===== src/rtl/adc_stream_qualifier_1x_pkg.sv =====
// ---------------------------------------------------------------------------
// adc_stream_qualifier_1x_pkg
//
// Shared definitions for the ADC stream qualifier slice:
//   - qualifier FSM state encodings (ST_IDLE, ST_SETTLE, ST_RUN)
//   - sample geometry: 16-bit samples, 2 samples per clk1x word
//   - swap_halves(): exchanges the two samples packed in one word
// ---------------------------------------------------------------------------
package adc_stream_qualifier_1x_pkg;

   localparam int SAMPLE_W = 16;
   localparam int SPC      = 2;
   localparam int WORD_W   = SAMPLE_W * SPC;

   typedef enum logic [1:0] {
      ST_IDLE   = 2'd0,
      ST_SETTLE = 2'd1,
      ST_RUN    = 2'd2
   } state_t;

   // Exchanges S1 and S0 of a packed [S1,S0] word when swap is set.
   function automatic logic [WORD_W-1:0] swap_halves(input logic [WORD_W-1:0] word,
                                                     input logic              swap);
      logic [WORD_W-1:0] result;
      result = word;
      if (swap) begin
         result = {word[SAMPLE_W-1:0], word[WORD_W-1:SAMPLE_W]};
      end
      return result;
   endfunction

endpackage


===== src/rtl/adc_stream_qualifier_1x_sat_counter.sv =====
// ---------------------------------------------------------------------------
// sat_counter
//
// Generic saturating event counter with synchronous clear.
// When clear and incr arrive together the increment wins, so the count
// restarts at 1 rather than 0 and no event is lost.
//
// Ports:
//   clk      in   clock
//   reset_n  in   asynchronous, active-low reset
//   clear    in   zero the count
//   incr     in   count one event (saturates at all-ones)
//   count    out  COUNT_W registered count
// ---------------------------------------------------------------------------
module sat_counter
   import adc_stream_qualifier_1x_pkg::*;
#(
   parameter int COUNT_W = 16
) (
   input  logic               clk,
   input  logic               reset_n,
   input  logic               clear,
   input  logic               incr,
   output logic [COUNT_W-1:0] count
);

   localparam logic [COUNT_W-1:0] COUNT_MAX = {COUNT_W{1'b1}};

   logic [COUNT_W-1:0] count_q;
   logic [COUNT_W-1:0] count_d;

   always_comb begin
      count_d = count_q;
      if (incr) begin
         if (clear) begin
            count_d = COUNT_W'(1);
         end else if (count_q != COUNT_MAX) begin
            count_d = count_q + COUNT_W'(1);
         end
      end else if (clear) begin
         count_d = '0;
      end
   end

   always_ff @(posedge clk or negedge reset_n) begin
      if (!reset_n) begin
         count_q <= '0;
      end else begin
         count_q <= count_d;
      end
   end

   assign count = count_q;

endmodule


===== src/rtl/adc_stream_qualifier_1x.sv =====
// ---------------------------------------------------------------------------
// adc_stream_qualifier_1x
//
// Sits in front of the 2x1 ADC gearbox in the clk1x domain. Raw 2 SPC I/Q
// words are held off until adc_valid_in has been continuously high for
// SETTLE_CYCLES cycles; after that, words are forwarded through one register
// stage (optionally sample-swapped) with a qualified valid and a gearbox
// enable. A valid dropout while running is an underflow: it is recorded in
// sticky/counter status and sends the FSM back to re-settle.
//
// Parameters:
//   SETTLE_CYCLES  consecutive valid cycles needed to reach RUN (>= 1)
//   COUNT_W        width of the saturating underflow counter
//
// Ports:
//   clk1x             in   sample-rate clock
//   reset_n_1x        in   asynchronous, active-low reset
//   adc_q_in          in   32  raw Q word [S1,S0]
//   adc_i_in          in   32  raw I word [S1,S0]
//   adc_valid_in      in   raw data valid
//   enable_in         in   capture enable
//   swap_samples      in   exchange S1/S0 of both I and Q
//   clear_status      in   pulse, clears underflow status
//   adc_q_out_1x      out  32  qualified Q word (0 when not valid)
//   adc_i_out_1x      out  32  qualified I word (0 when not valid)
//   valid_out_1x      out  qualified valid
//   enable_out_1x     out  gearbox enable, high while running
//   underflow_sticky  out  set by any RUN-state dropout
//   underflow_count   out  COUNT_W saturating dropout count
//   state_out         out  2   FSM state (0 IDLE, 1 SETTLE, 2 RUN)
// ---------------------------------------------------------------------------
module adc_stream_qualifier_1x
   import adc_stream_qualifier_1x_pkg::*;
#(
   parameter int SETTLE_CYCLES = 16,
   parameter int COUNT_W       = 16
) (
   input  logic               clk1x,
   input  logic               reset_n_1x,
   input  logic [31:0]        adc_q_in,
   input  logic [31:0]        adc_i_in,
   input  logic               adc_valid_in,
   input  logic               enable_in,
   input  logic               swap_samples,
   input  logic               clear_status,
   output logic [31:0]        adc_q_out_1x,
   output logic [31:0]        adc_i_out_1x,
   output logic               valid_out_1x,
   output logic               enable_out_1x,
   output logic               underflow_sticky,
   output logic [COUNT_W-1:0] underflow_count,
   output logic [1:0]         state_out
);

   // Sized so SETTLE_CYCLES-1 is always representable; the counter is
   // cleared on reaching RUN, so it never wraps.
   localparam int                      SETTLE_CNT_W = $clog2(SETTLE_CYCLES + 1);
   localparam logic [SETTLE_CNT_W-1:0] SETTLE_LAST  = SETTLE_CNT_W'(SETTLE_CYCLES - 1);

   state_t                  state_q,      state_d;
   logic [SETTLE_CNT_W-1:0] settle_cnt_q, settle_cnt_d;
   logic [WORD_W-1:0]       i_data_q,     i_data_d;
   logic [WORD_W-1:0]       q_data_q,     q_data_d;
   logic                    valid_q,      valid_d;
   logic                    enable_q,     enable_d;
   logic                    sticky_q,     sticky_d;
   logic                    underflow;

   // Next-state and output logic. enable_in=0 overrides everything and
   // never counts as an underflow. Data/valid/enable are only non-zero when
   // a valid word is sampled while already in RUN, which gives the single
   // cycle latency and keeps the data outputs at zero whenever valid is low.
   always_comb begin
      state_d      = state_q;
      settle_cnt_d = settle_cnt_q;
      i_data_d     = '0;
      q_data_d     = '0;
      valid_d      = 1'b0;
      enable_d     = 1'b0;
      underflow    = 1'b0;

      if (!enable_in) begin
         state_d      = ST_IDLE;
         settle_cnt_d = '0;
      end else begin
         case (state_q)
            ST_IDLE: begin
               state_d      = ST_SETTLE;
               settle_cnt_d = '0;
            end
            ST_SETTLE: begin
               if (adc_valid_in) begin
                  if (settle_cnt_q == SETTLE_LAST) begin
                     state_d      = ST_RUN;
                     settle_cnt_d = '0;
                  end else begin
                     settle_cnt_d = settle_cnt_q + SETTLE_CNT_W'(1);
                  end
               end else begin
                  settle_cnt_d = '0;
               end
            end
            ST_RUN: begin
               if (adc_valid_in) begin
                  valid_d  = 1'b1;
                  enable_d = 1'b1;
                  i_data_d = swap_halves(adc_i_in, swap_samples);
                  q_data_d = swap_halves(adc_q_in, swap_samples);
               end else begin
                  underflow    = 1'b1;
                  state_d      = ST_SETTLE;
                  settle_cnt_d = '0;
               end
            end
            default: begin
               state_d      = ST_IDLE;
               settle_cnt_d = '0;
            end
         endcase
      end

      // Underflow is applied after the clear so a coincident dropout wins.
      sticky_d = sticky_q;
      if (clear_status) begin
         sticky_d = 1'b0;
      end
      if (underflow) begin
         sticky_d = 1'b1;
      end
   end

   always_ff @(posedge clk1x or negedge reset_n_1x) begin
      if (!reset_n_1x) begin
         state_q      <= ST_IDLE;
         settle_cnt_q <= '0;
         i_data_q     <= '0;
         q_data_q     <= '0;
         valid_q      <= 1'b0;
         enable_q     <= 1'b0;
         sticky_q     <= 1'b0;
      end else begin
         state_q      <= state_d;
         settle_cnt_q <= settle_cnt_d;
         i_data_q     <= i_data_d;
         q_data_q     <= q_data_d;
         valid_q      <= valid_d;
         enable_q     <= enable_d;
         sticky_q     <= sticky_d;
      end
   end

   sat_counter #(
      .COUNT_W (COUNT_W)
   ) u_underflow_counter (
      .clk     (clk1x),
      .reset_n (reset_n_1x),
      .clear   (clear_status),
      .incr    (underflow),
      .count   (underflow_count)
   );

   assign adc_i_out_1x     = i_data_q;
   assign adc_q_out_1x     = q_data_q;
   assign valid_out_1x     = valid_q;
   assign enable_out_1x    = enable_q;
   assign underflow_sticky = sticky_q;
   assign state_out        = state_q;

endmodule


===== config.mk =====
export PLATFORM = sky130hd
export DESIGN_NAME = adc_stream_qualifier_1x
export DESIGN_NICKNAME = d
export VERILOG_FILES = /design/src/rtl/adc_stream_qualifier_1x_pkg.sv /design/src/rtl/adc_stream_qualifier_1x_sat_counter.sv /design/src/rtl/adc_stream_qualifier_1x.sv
export SDC_FILE = /design/constraint.sdc
export NUM_CORES = 1
export LEC_CHECK = 0
export ABC_AREA = 1
export BUFFER_PORTS_ARGS = -buffer_cell sky130_fd_sc_hd__buf_4
export CAP_MARGIN = 10
export CORE_MARGIN = 1
export CORE_UTILIZATION = 41
export DETAILED_ROUTE_END_ITERATION = 10
export HOLD_SLACK_MARGIN = 0.1
export PLACE_DENSITY = 0.71
export SETUP_SLACK_MARGIN = 0.02
export SLEW_MARGIN = 10
export SYNTH_ARGS = -nofsm -noshare
export SYNTH_HDL_FRONTEND = slang
export SYNTH_SLANG_ARGS = --single-unit
export TNS_END_PERCENT = 20

===== constraint.sdc =====
create_clock -name clk1x -period 1.4 [get_ports clk1x]
set_clock_uncertainty 0.1 [all_clocks]
set_input_delay 0.21 -clock clk1x [delete_from_list [all_inputs] [get_ports clk1x]]
set_output_delay 0.21 -clock clk1x [all_outputs]
set_load 0.01 [all_outputs]

==> metrics.md, run 1 <==
| Metric | Value |
|---|---|
| Worst path most repeated cell | `buf_4` |
| Synth Area per Inst | `8.40 um^2` |
| Max clock buf depth | `2` |
| Clk_lat worst skew | `0.35 ns` |
| DRT antenna net count | `0` |
| Area contributors post-synth | `dfrtp_1, nand2_1, a21oi_1, inv_1, nand4_1` |
| Pins over their slew limit | `0` |
| R2R Path End | `u_underflow_counter.count[13]` |
| First-pass GRT wire length | `22200 um` |
| CTS HTree Levels | `3` |
| Initial antenna violation count | `0` |
| Synth cell types | `29` |
| CP endpoint kind | `primary output` |
| Synthesized instance count | `484` |
| CP Data Required Time | `1.09 ns` |
| P per Cell Area | `754 mW/mm^2` |
| Total power | `5.35 mW` |
| Top Metal Used | `met4` |
| Initial core utilization | `43.2%` |
| Register area share after synthesis | `54.8%` |
| FF+latch count, synth | `89` |
| Worst R2R Path Depth | `8` |
| DRC viols | `0` |
| Final WS setup | `-0.111 ns` |
| Top cell type's share of synthesized area | `54.8%` |
| Largest net degree at the start of global routing | `66` |
| Filler cells | `616` |
| Pre-CTS setup slack | `-0.0879 ns` |
| P&R area growth vs syn | `74.5%` |
| Root Driver | `clkbuf_8` |
| R2R Path Start | `u_underflow_counter.count[1]` |
| Fin nets | `836` |
| Core ar. | `0.00942 mm^2` |
| Yosys warnings | `0` |
| Final setup vio count | `26` |
| Routed len/inst | `17.9 um` |
| Max-Cap Viols | `0` |
| Via density per instance | `5.23` |
| Final hold slack | `0.137 ns` |
| Fmax | `0.662 GHz` |
| Drt pass-1 iters | `4` |
| Port buffer count | `154` |
| Largest area contributor in the netlist | `dfrtp_1` |
| Seq. cell area | `0.00223 mm^2` |
| Cts bufs inserted | `9` |
| Core Util, Final | `75.4%` |
| Failing checks | `negative setup slack` |
| Post-route clock period utilization | `108%` |
| Hold WC Path Type | `in2reg` |
| Routed wire length | `16100 um` |
| Layout cells sized above 1 | `40.8%` |
| WHS Endpoint | `underflow_sticky` |
| Drt initial violations | `285` |
| Slew headroom | `70.8%` |
| Worst-path cell chain | `buf_4 > buf_4 > buf_4` |
| RePlAce Congestion | `0.872` |
| ANT cells | `0` |
| Site Rows | `35` |
| Status | `complete, but fails checks` |
| Met2 wire length | `8120 um` |
| Tmin final | `1.51 ns` |
| Fin cells | `898` |
| R2R setup slack | `-0.10 ns` |
| Vias in the first global route | `4691` |
| Worst hold stages | `4` |
| Routed met3 length | `1430 um` |
| Fin. Hold Viols | `0` |
| Hold Crit Start | `adc_valid_in` |
| GRT Residual Overflow | `0` |
| CP Launch Type | `register` |
| Syn Std Cell Area | `0.00407 mm^2` |
| Setup Crit Path Kind | `reg2out` |
| RSZ-0062 raised after global routing | `yes` |
| GRT Total Usage | `28.0%` |
| TritonCTS clock tree | `done` |
| Max Fanout on Critical Path | `4` |
| Die Y | `102 um` |
| Chip width | `102 um` |
| Placed insts | `791` |
| P_leak | `3.62 nW` |
| M1 wire length | `5970 um` |
| Worst-margin pin slew | `0.437 ns` |
| HPWL after detailed placement | `8680 um` |
| Crit path largest cell delay | `0.46 ns` |
| IO Pins | `155` |
| Clock transition at path regs | `0.08 ns` |
| Slowest cell on crit path | `dfrtp_2` |
| Syn nets | `556` |
| Crit path arrival time | `1.20 ns` |
| Max VDD drop | `0.513 mV` |
| Die area | `0.0103 mm^2` |
| Multi-input logic area | `0.00182 mm^2` |
| CTS sink count | `89` |
| Number of vias in the routed layout | `4699` |
## logic make-up (layout without fill, tap and decap cells)
family,Yosys count,count (layout),synth area share (%)
fa+ha+maj,2,2,0.615
simple gates,248,249,26.7
buf+inv,57,341,5.66
flops,89,89,54.8
xor+xnor,4,4,0.861
compound gates,84,84,11.4
## where the power goes
part,total (mW),internal [mW],switching [mW]
Clock,1.62,0.657,0.960
Sequential,2.66,2.63,0.0353
Combinational,1.07,0.537,0.538
## per-stage QoR
stage	cell area, um^2	TNS, ns
floorplan	4110	-0.358
global placement	5730	-0.545
detailed placement	5730	-0.906
CTS	6670	-0.932
global route	7100	-4.41
finish	7100	-1.89
## synth_stat cells (all sizes together)
cell type / instances
inv: 33
o21ai: 12
a21boi: 1
dfrtp: 89
o21bai: 1
a31o: 1
nand4: 13
a21oi: 66
ha: 2
buf: 10
a22o: 2
xnor2: 4
nand2: 192
nor2: 25
clkbuf: 14
nand3: 18
o211ai: 1
## worst max-delay path, delay by kind of cell, from the launching register on
kind     cells  cell delay (ns)
flops        1             0.46
buf+inv      3             0.40
## worst max-delay path by stage
stage                     cells after the start                          from                           end  slack, ns
after floorplan                               8  u_underflow_counter.count[2]  u_underflow_counter.count[3]      -0.08
after global placement                        8  u_underflow_counter.count[1]  u_underflow_counter.count[0]      -0.07
after detailed placement                      8  u_underflow_counter.count[1]  u_underflow_counter.count[0]      -0.09
after CTS                                     8  u_underflow_counter.count[1]  u_underflow_counter.count[0]      -0.09
after global routing                          6  u_underflow_counter.count[1]  u_underflow_counter.count[0]      -0.19
final                                         3  u_underflow_counter.count[1]            underflow_count[1]      -0.11
## cell type report
class	count	area share, %
Clock buffer	11	1.85
Sequential cell	89	31.5
Inverter	33	1.85
Multi-Input combinational cell	339	25.6
Timing Repair Buffer	292	36.4
Tap cell	129	2.27
Clock inverter	5	0.564
## per-layer routing
layer  track usage, %  up-vias
li1                 -     2107
met1             33.5     2266
met2             47.8      274
met3             7.66       52
met4             11.3        0
met5                0        -
## cells in the final DEF, fill, tap and decap left out, drive strengths merged, types with 2 or more instances in the layout
master	instances
a21oi	66
a22o	2
buf	218
clkbuf	16
clkinvlp	3
dfrtp	89
dlygate4sd3	69
ha	2
inv	34
nand2	192
nand3	19
nand4	13
nor2	25
o21ai	12
xnor2	4
## state kept, by name (all words and copies together) (netlist names)
| signal | flops |
|---|---|
| adc_i_out_1x | 32 |
| adc_q_out_1x | 32 |
| enable_out_1x | 1 |
| settle_cnt_q | 5 |
| state_out | 2 |
| u_underflow_counter.count | 16 |
| underflow_sticky | 1 |
## what timing repair did
action / in CTS / in global routing
gates cloned: 0 / 7
endpoints found under the hold margin: 158 / 0
pin swaps: 2 / 13
gates resized for setup: 18 / 52
setup buffers: 2 / 13
hold buffers: 69 / 0
endpoints found under the setup margin: 23 / 100
(Power assumes the default switching activity.)
==> run 2, diff against run 1 <==
--- a/config.mk
+++ b/config.mk
@@ -17,5 +17,6 @@
 export SLEW_MARGIN = 10
 export SYNTH_ARGS = -nofsm -noshare
 export SYNTH_HDL_FRONTEND = slang
+export SYNTH_HIERARCHICAL = 1
 export SYNTH_SLANG_ARGS = --single-unit
 export TNS_END_PERCENT = 20
==> constraint.sdc (replaced) <==
create_clock -name clk1x -period 1.4 [get_ports clk1x]
set_clock_uncertainty 0.1 [all_clocks]
set_input_delay 0.28 -clock clk1x [delete_from_list [all_inputs] [get_ports clk1x]]
set_output_delay 0.28 -clock clk1x [all_outputs]
set_load 0.01 [all_outputs]
==> metrics.md, run 2 <==
| Metric | Value |
|---|---|
| Drt initial violations | `201` |
| Gate power share | `13.5%` |
| P per Cell Area | `754 mW/mm^2` |
| Syn Std Cell Area | `0.00421 mm^2` |
| Initial core utilization | `42.6%` |
| Hold WC Path Type | `in2reg` |
| Final hold slack | `0.160 ns` |
| P_leak | `3.55 nW` |
| Routed len/inst | `15.1 um` |
| Clock transition at path regs | `0.08 ns` |
| RePlAce Congestion | `0.914` |
| Final WS setup | `-0.154 ns` |
| TritonCTS clock tree | `done` |
| First-pass GRT wire length | `20500 um` |
| CP Launch Type | `register` |
| Sw frac | `24.1%` |
| Filler cells | `676` |
| CP endpoint kind | `register` |
| Pre-CTS setup slack | `-0.164 ns` |
| Die area | `0.0107 mm^2` |
| Area contributors post-synth | `dfrtp_1, nand2_1, a21oi_2, a21oi_1, inv_1` |
| Crit path arrival time | `1.72 ns` |
| EDFF count, synth | `0` |
| Max clock buf depth | `2` |
| Switching power total | `1.29 mW` |
| Vias in the first global route | `4268` |
| Reg power frac | `48.2%` |
| P&R area growth vs syn | `68.7%` |
| Initial antenna violation count | `0` |
| Setup Crit Path Kind | `reg2reg` |
| Fin nets | `830` |
| Setup tns final | `-2.18 ns` |
| CTS sink count | `89` |
| DRT antenna net count | `0` |
| Chip width | `103 um` |
| Internal power | `4.06 mW` |
| Root Driver | `clkbuf_8` |
| Clock network fraction of design power | `38.2%` |
| Top cell type's share of synthesized area | `53.0%` |
| FF+latch count, synth | `89` |
| Seq. cell area | `0.00223 mm^2` |
| R2R Path End | `u_underflow_counter/count[8]` |
| ANT cells | `0` |
| Core ar. | `0.00986 mm^2` |
| Tmin final | `1.55 ns` |
| Status | `complete, but fails checks` |
| FFs w/ async S/R, synth | `100%` |
| Number of vias in the routed layout | `4455` |
| Final setup vio count | `22` |
| Largest net degree at the start of global routing | `58` |
| Routed wire length | `13500 um` |
| Synthesized instance count | `495` |
| Site Rows | `36` |
| GRT Residual Overflow | `0` |
| Worst R2R Path Depth | `7` |
| Commonest cells after routing, fill and taps aside | `nand2_1, buf_4, dfrtp_1, dlygate4sd3_1, a21oi_2` |
| Multi-input logic area | `0.00191 mm^2` |
| Clk_lat worst skew | `0.35 ns` |
| R2R setup slack | `-0.15 ns` |
| Layout cells sized above 1 | `42.3%` |
| Drt pass-1 iters | `6` |
| HPWL after detailed placement | `8370 um` |
| Largest area contributor in the netlist | `dfrtp_1` |
| Max Fanout on Critical Path | `6` |
| Via density per instance | `4.97` |
| Slew headroom | `71.9%` |
| CP Data Required Time | `1.57 ns` |
| Port buffer count | `154` |
| Max-Cap Viols | `0` |
| Pins over their slew limit | `0` |
| Post-route clock period utilization | `111%` |
| CTS HTree Levels | `3` |
| Max VDD drop | `0.555 mV` |
| Commonest non-fill, non-tap cell in the layout | `nand2_1` |
| Die Y | `103 um` |
| Worst-margin pin slew | `0.421 ns` |
| Worst Setup EP | `u_underflow_counter/count[8]` |
| Failing checks | `negative setup slack` |
| Crit path launch | `u_underflow_counter/count[8]` |
| R2R Path Start | `u_underflow_counter/count[8]` |
| Synth Area per Inst | `8.50 um^2` |
| Fmax | `0.644 GHz` |
| Fin. Hold Viols | `0` |
| RSZ-0062 raised after global routing | `yes` |
| Register area share after synthesis | `53.0%` |
| Synth cell types | `26` |
| DRC viols | `0` |
| Syn nets | `567` |
| Most frequent cell after synthesis | `nand2_1` |
| Cts bufs inserted | `9` |
| GRT Total Usage | `25.1%` |
| Yosys warnings | `6` |
| Top cells by count, synth | `nand2_1, dfrtp_1, a21oi_2` |
| IO Pins | `155` |
| Primary FF master, synth | `dfrtp_1` |
==> run 2: stage by stage <==
step                      cells  power, mW  utilization [%]  area (um^2)
after global placement      806       3.14             58.8         5800
after detailed placement    806       3.16             58.8         5800
after global routing        896       5.58             71.9         7090
final                       896       5.35             71.9         7090
after CTS                   888       5.36             69.3         6840
after floorplan             495       2.83                -         4210
==> run 2: power by group through the flow <==
stage / registers (mW) / clock network, mW / logic (mW)
6_report: 2.58 / 2.04 / 0.725
5_1_grt: 2.58 / 2.21 / 0.791
4_1_cts: 2.58 / 2.09 / 0.687
3_5_place_dp: 2.63 / 0 / 0.529
3_3_place_gp: 2.63 / 0 / 0.510
2_1_floorplan: 2.64 / 0 / 0.196
==> run 2: final cells by class <==
type / instances / area share (%)
Clock inverter: 5 / 1.22
Tap cell: 133 / 2.35
Sequential cell: 89 / 31.4
Inverter: 34 / 1.83
Multi-Input combinational cell: 348 / 27.0
Timing Repair Buffer: 276 / 34.1
Clock buffer: 11 / 2.13
==> run 2: critical path, cell delays in order (launching register included) <==
cell     delay, ns
dfrtp_1       0.40
nand2_1       0.10
nor2_2        0.20
nand2_1       0.12
nor2_4        0.18
o21ai_4       0.10
buf_6         0.17
o21ai_2       0.11
==> run 2: logic make-up after synthesis <==
group / after synthesis / synth area share [%]
XOR/XNOR: 3 / 0.625
flip-flops: 89 / 53.0
buffers and inverters: 58 / 6.40
AO/OA/AOI/OAI: 82 / 13.6
AND/OR/NAND/NOR: 261 / 25.9
adder cells (fa/ha/maj): 2 / 0.595
==> run 2: worst min-delay path by stage <==
| stage | from | to | cells past startpoint |
|---|---|---|---|
| 2_1_floorplan | reset_n_1x | adc_i_out_1x[0] | 0 |
| 3_3_place_gp | reset_n_1x | settle_cnt_q[0] | 2 |
| 3_5_place_dp | reset_n_1x | settle_cnt_q[0] | 2 |
| 4_1_cts | clear_status | underflow_sticky | 2 |
| 5_1_grt | clear_status | u_underflow_counter/count[0] | 3 |
| 6_report | clear_status | u_underflow_counter/count[0] | 3 |
==> run 2: timing repair <==
action / in CTS / in global routing
endpoints found under the hold margin: 153 / 2
pin swaps: 6 / 5
cloned: 0 / 1
hold buffers: 64 / 2
setup buffers: 2 / 5
gates resized for setup: 40 / 46
setup endpoints to repair: 32 / 98
==> run 2: routing by layer <==
layer | wire, um | vias up | GRT usage (%)
met5 | 0 | - | 0
met4 | 253 | 0 | 8.56
met3 | 918 | 25 | 5.91
met2 | 6950 | 180 | 43.4
met1 | 5380 | 2141 | 30.8
li1 | - | 2109 | -
==> run 3, diff against run 2 <==
--- a/config.mk
+++ b/config.mk
@@ -9,10 +9,10 @@
 export BUFFER_PORTS_ARGS = -buffer_cell sky130_fd_sc_hd__buf_4
 export CAP_MARGIN = 10
 export CORE_MARGIN = 1
-export CORE_UTILIZATION = 41
+export CORE_UTILIZATION = 45
 export DETAILED_ROUTE_END_ITERATION = 10
 export HOLD_SLACK_MARGIN = 0.1
-export PLACE_DENSITY = 0.71
+export PLACE_DENSITY = 0.77
 export SETUP_SLACK_MARGIN = 0.02
 export SLEW_MARGIN = 10
 export SYNTH_ARGS = -nofsm -noshare
==> metrics.md, run 3 (same netlist as run 2, synthesis figures left out) <==
| Metric | Value |
|---|---|
| Commonest non-fill, non-tap cell in the layout | `nand2_1` |
| Slew headroom | `68.3%` |
| RSZ-0062 raised after global routing | `yes` |
| P&R area growth vs syn | `68.6%` |
| Die area | `0.00974 mm^2` |
| Post-route clock period utilization | `115%` |
| Sw frac | `27.5%` |
| Clock transition at path regs | `0.10 ns` |
| Filler cells | `549` |
| Crit path arrival time | `1.75 ns` |
| Routed wire length | `13900 um` |
| Drt initial violations | `252` |
| TritonCTS clock tree | `done` |
| Port buffer count | `154` |
| Placed insts | `776` |
| Final WS setup | `-0.204 ns` |
| Largest net degree at the start of global routing | `90` |
| DRC viols | `0` |
| Hold WC Path Type | `in2reg` |
| Hold Crit Start | `enable_in` |
| Number of vias in the routed layout | `4535` |
| Die Y | `98.7 um` |
| Pre-CTS setup slack | `-0.122 ns` |
| Clk_lat worst skew | `0.35 ns` |
| Max clock buf depth | `2` |
| Final hold slack | `0.114 ns` |
| ANT cells | `0` |
| P_leak | `3.52 nW` |
| Vias in the first global route | `4659` |
| Core ar. | `0.00889 mm^2` |
| Root Driver | `clkbuf_8` |
| Fin cells | `872` |
| HPWL after detailed placement | `7960 um` |
| IO Pins | `155` |
| Setup Crit Path Kind | `reg2reg` |
| Failing checks | `negative setup slack` |
| Internal power | `3.61 mW` |
| Initial antenna violation count | `0` |
| Worst-margin pin slew | `0.476 ns` |
| Commonest cells after routing, fill and taps aside | `nand2_1, buf_4, dfrtp_1, dlygate4sd3_1, a21oi_2` |
| Via density per instance | `5.20` |
| R2R Path Start | `u_underflow_counter/count[1]` |
| Fmax | `0.623 GHz` |
| CP Launch Type | `register` |
| Total power | `4.98 mW` |
| Routed len/inst | `15.9 um` |
| DRT antenna net count | `0` |
| Pins over their slew limit | `0` |
| Fin nets | `831` |
| Fin. Hold Viols | `0` |
| Layout cells sized above 1 | `43.1%` |
| Status | `complete, but fails checks` |
| Initial core utilization | `47.3%` |
| RePlAce Congestion | `0.877` |
| GRT Residual Overflow | `0` |
| Max-Cap Viols | `0` |
| CTS sink count | `89` |
| Reg power frac | `51.9%` |
| P per Cell Area | `702 mW/mm^2` |
| Site Rows | `34` |
| Cts bufs inserted | `9` |
| Max VDD drop | `0.670 mV` |
| Clock network fraction of design power | `33.6%` |
| CP endpoint kind | `register` |
| GRT Total Usage | `27.6%` |
| Max Fanout on Critical Path | `8` |
| CP Data Required Time | `1.55 ns` |
| Drt pass-1 iters | `6` |
| Chip width | `98.7 um` |
| First-pass GRT wire length | `21100 um` |
| Switching power total | `1.37 mW` |
| Gate power share | `14.5%` |
| Tmin final | `1.60 ns` |
| Crit path launch | `u_underflow_counter/count[1]` |
| CTS HTree Levels | `3` |
| Final setup vio count | `80` |
-- run 3: cell count changes in the layout (fill, tap and decap cells not counted), moves of 3 or more --
| cell | previous run | this run |
|---|---|---|
| nand3_2 | 3 | 0 |
| buf_4 | 175 | 165 |
| o21ai_1 | 3 | 7 |
| a21oi_2 | 46 | 57 |
| nor2_4 | 7 | 4 |
| o21ai_2 | 8 | 4 |
| nand2_2 | 8 | 11 |
| a21oi_1 | 17 | 5 |
| nand3_1 | 17 | 20 |
| buf_6 | 30 | 37 |
| nor2_2 | 6 | 9 |
-- run 3: path summary, 6_finish.rpt --
check	end	cells after the start	slack [ns]
max	u_underflow_counter/count[11]	10	-0.20
min reg2reg	settle_cnt_q[0]	1	0.41
min	state_out[0]	3	0.11
max in group asynchronous	u_underflow_counter/count[12]	3	0.43
min in group asynchronous	u_underflow_counter/count[7]	3	0.40
max reg2reg	u_underflow_counter/count[11]	10	-0.20
-- run 3: power groups by stage --
stage	combinational (mW)	sequential (mW)	clock, mW
2_1_floorplan	0.196	2.64	0
3_3_place_gp	0.494	2.63	0
3_5_place_dp	0.511	2.63	0
4_1_cts	0.664	2.58	1.70
5_1_grt	0.787	2.58	1.80
6_report	0.723	2.58	1.67
-- run 3: critical path: stages (launching register included) --
cell     delay, ns
dfrtp_1       0.44
ha_4          0.20
nand2_4       0.09
nor2_4        0.04
nand2_2       0.08
nor2_4        0.05
o21ai_2       0.17
buf_6         0.18
nand2_2       0.06
nand2_1       0.05
inv_1         0.04
-- run 3: layout make-up --
type	count	area, um^2	share of cell area, %
Timing Repair Buffer	277	2520	35.6
Sequential cell	89	2230	31.5
Multi-Input combinational cell	348	1890	26.7
Tap cell	108	135	1.91
Inverter	34	133	1.87
Clock buffer	10	128	1.80
Clock inverter	6	50.0	0.706
-- run 3: per-stage QoR --
step                setup TNS (ns)  cell area, um^2  utilization [%]
floorplan                    -1.48             4210                -
CTS                          -4.01             6860             77.2
global placement             -1.58             5760             64.8
detailed placement           -3.30             5760             64.8
global route                -10.22             7090             79.8
finish                       -4.77             7090             79.8
-- run 3: per-layer routing --
metal	routed length, um	track usage, %
met1	5280	31.1
met2	7170	50.1
met3	955	6.10
met4	458	12.5
met5	0	0
-- run 3: repair_timing --
action / 4_1_cts / 5_1_grt
hold buffers: 65 / 1
setup buffers: 6 / 5
hold endpoints to repair: 154 / 1
endpoints found under the setup margin: 98 / 100
cloned: 3 / 0
gates resized for setup: 40 / 56
pin swaps: 4 / 6
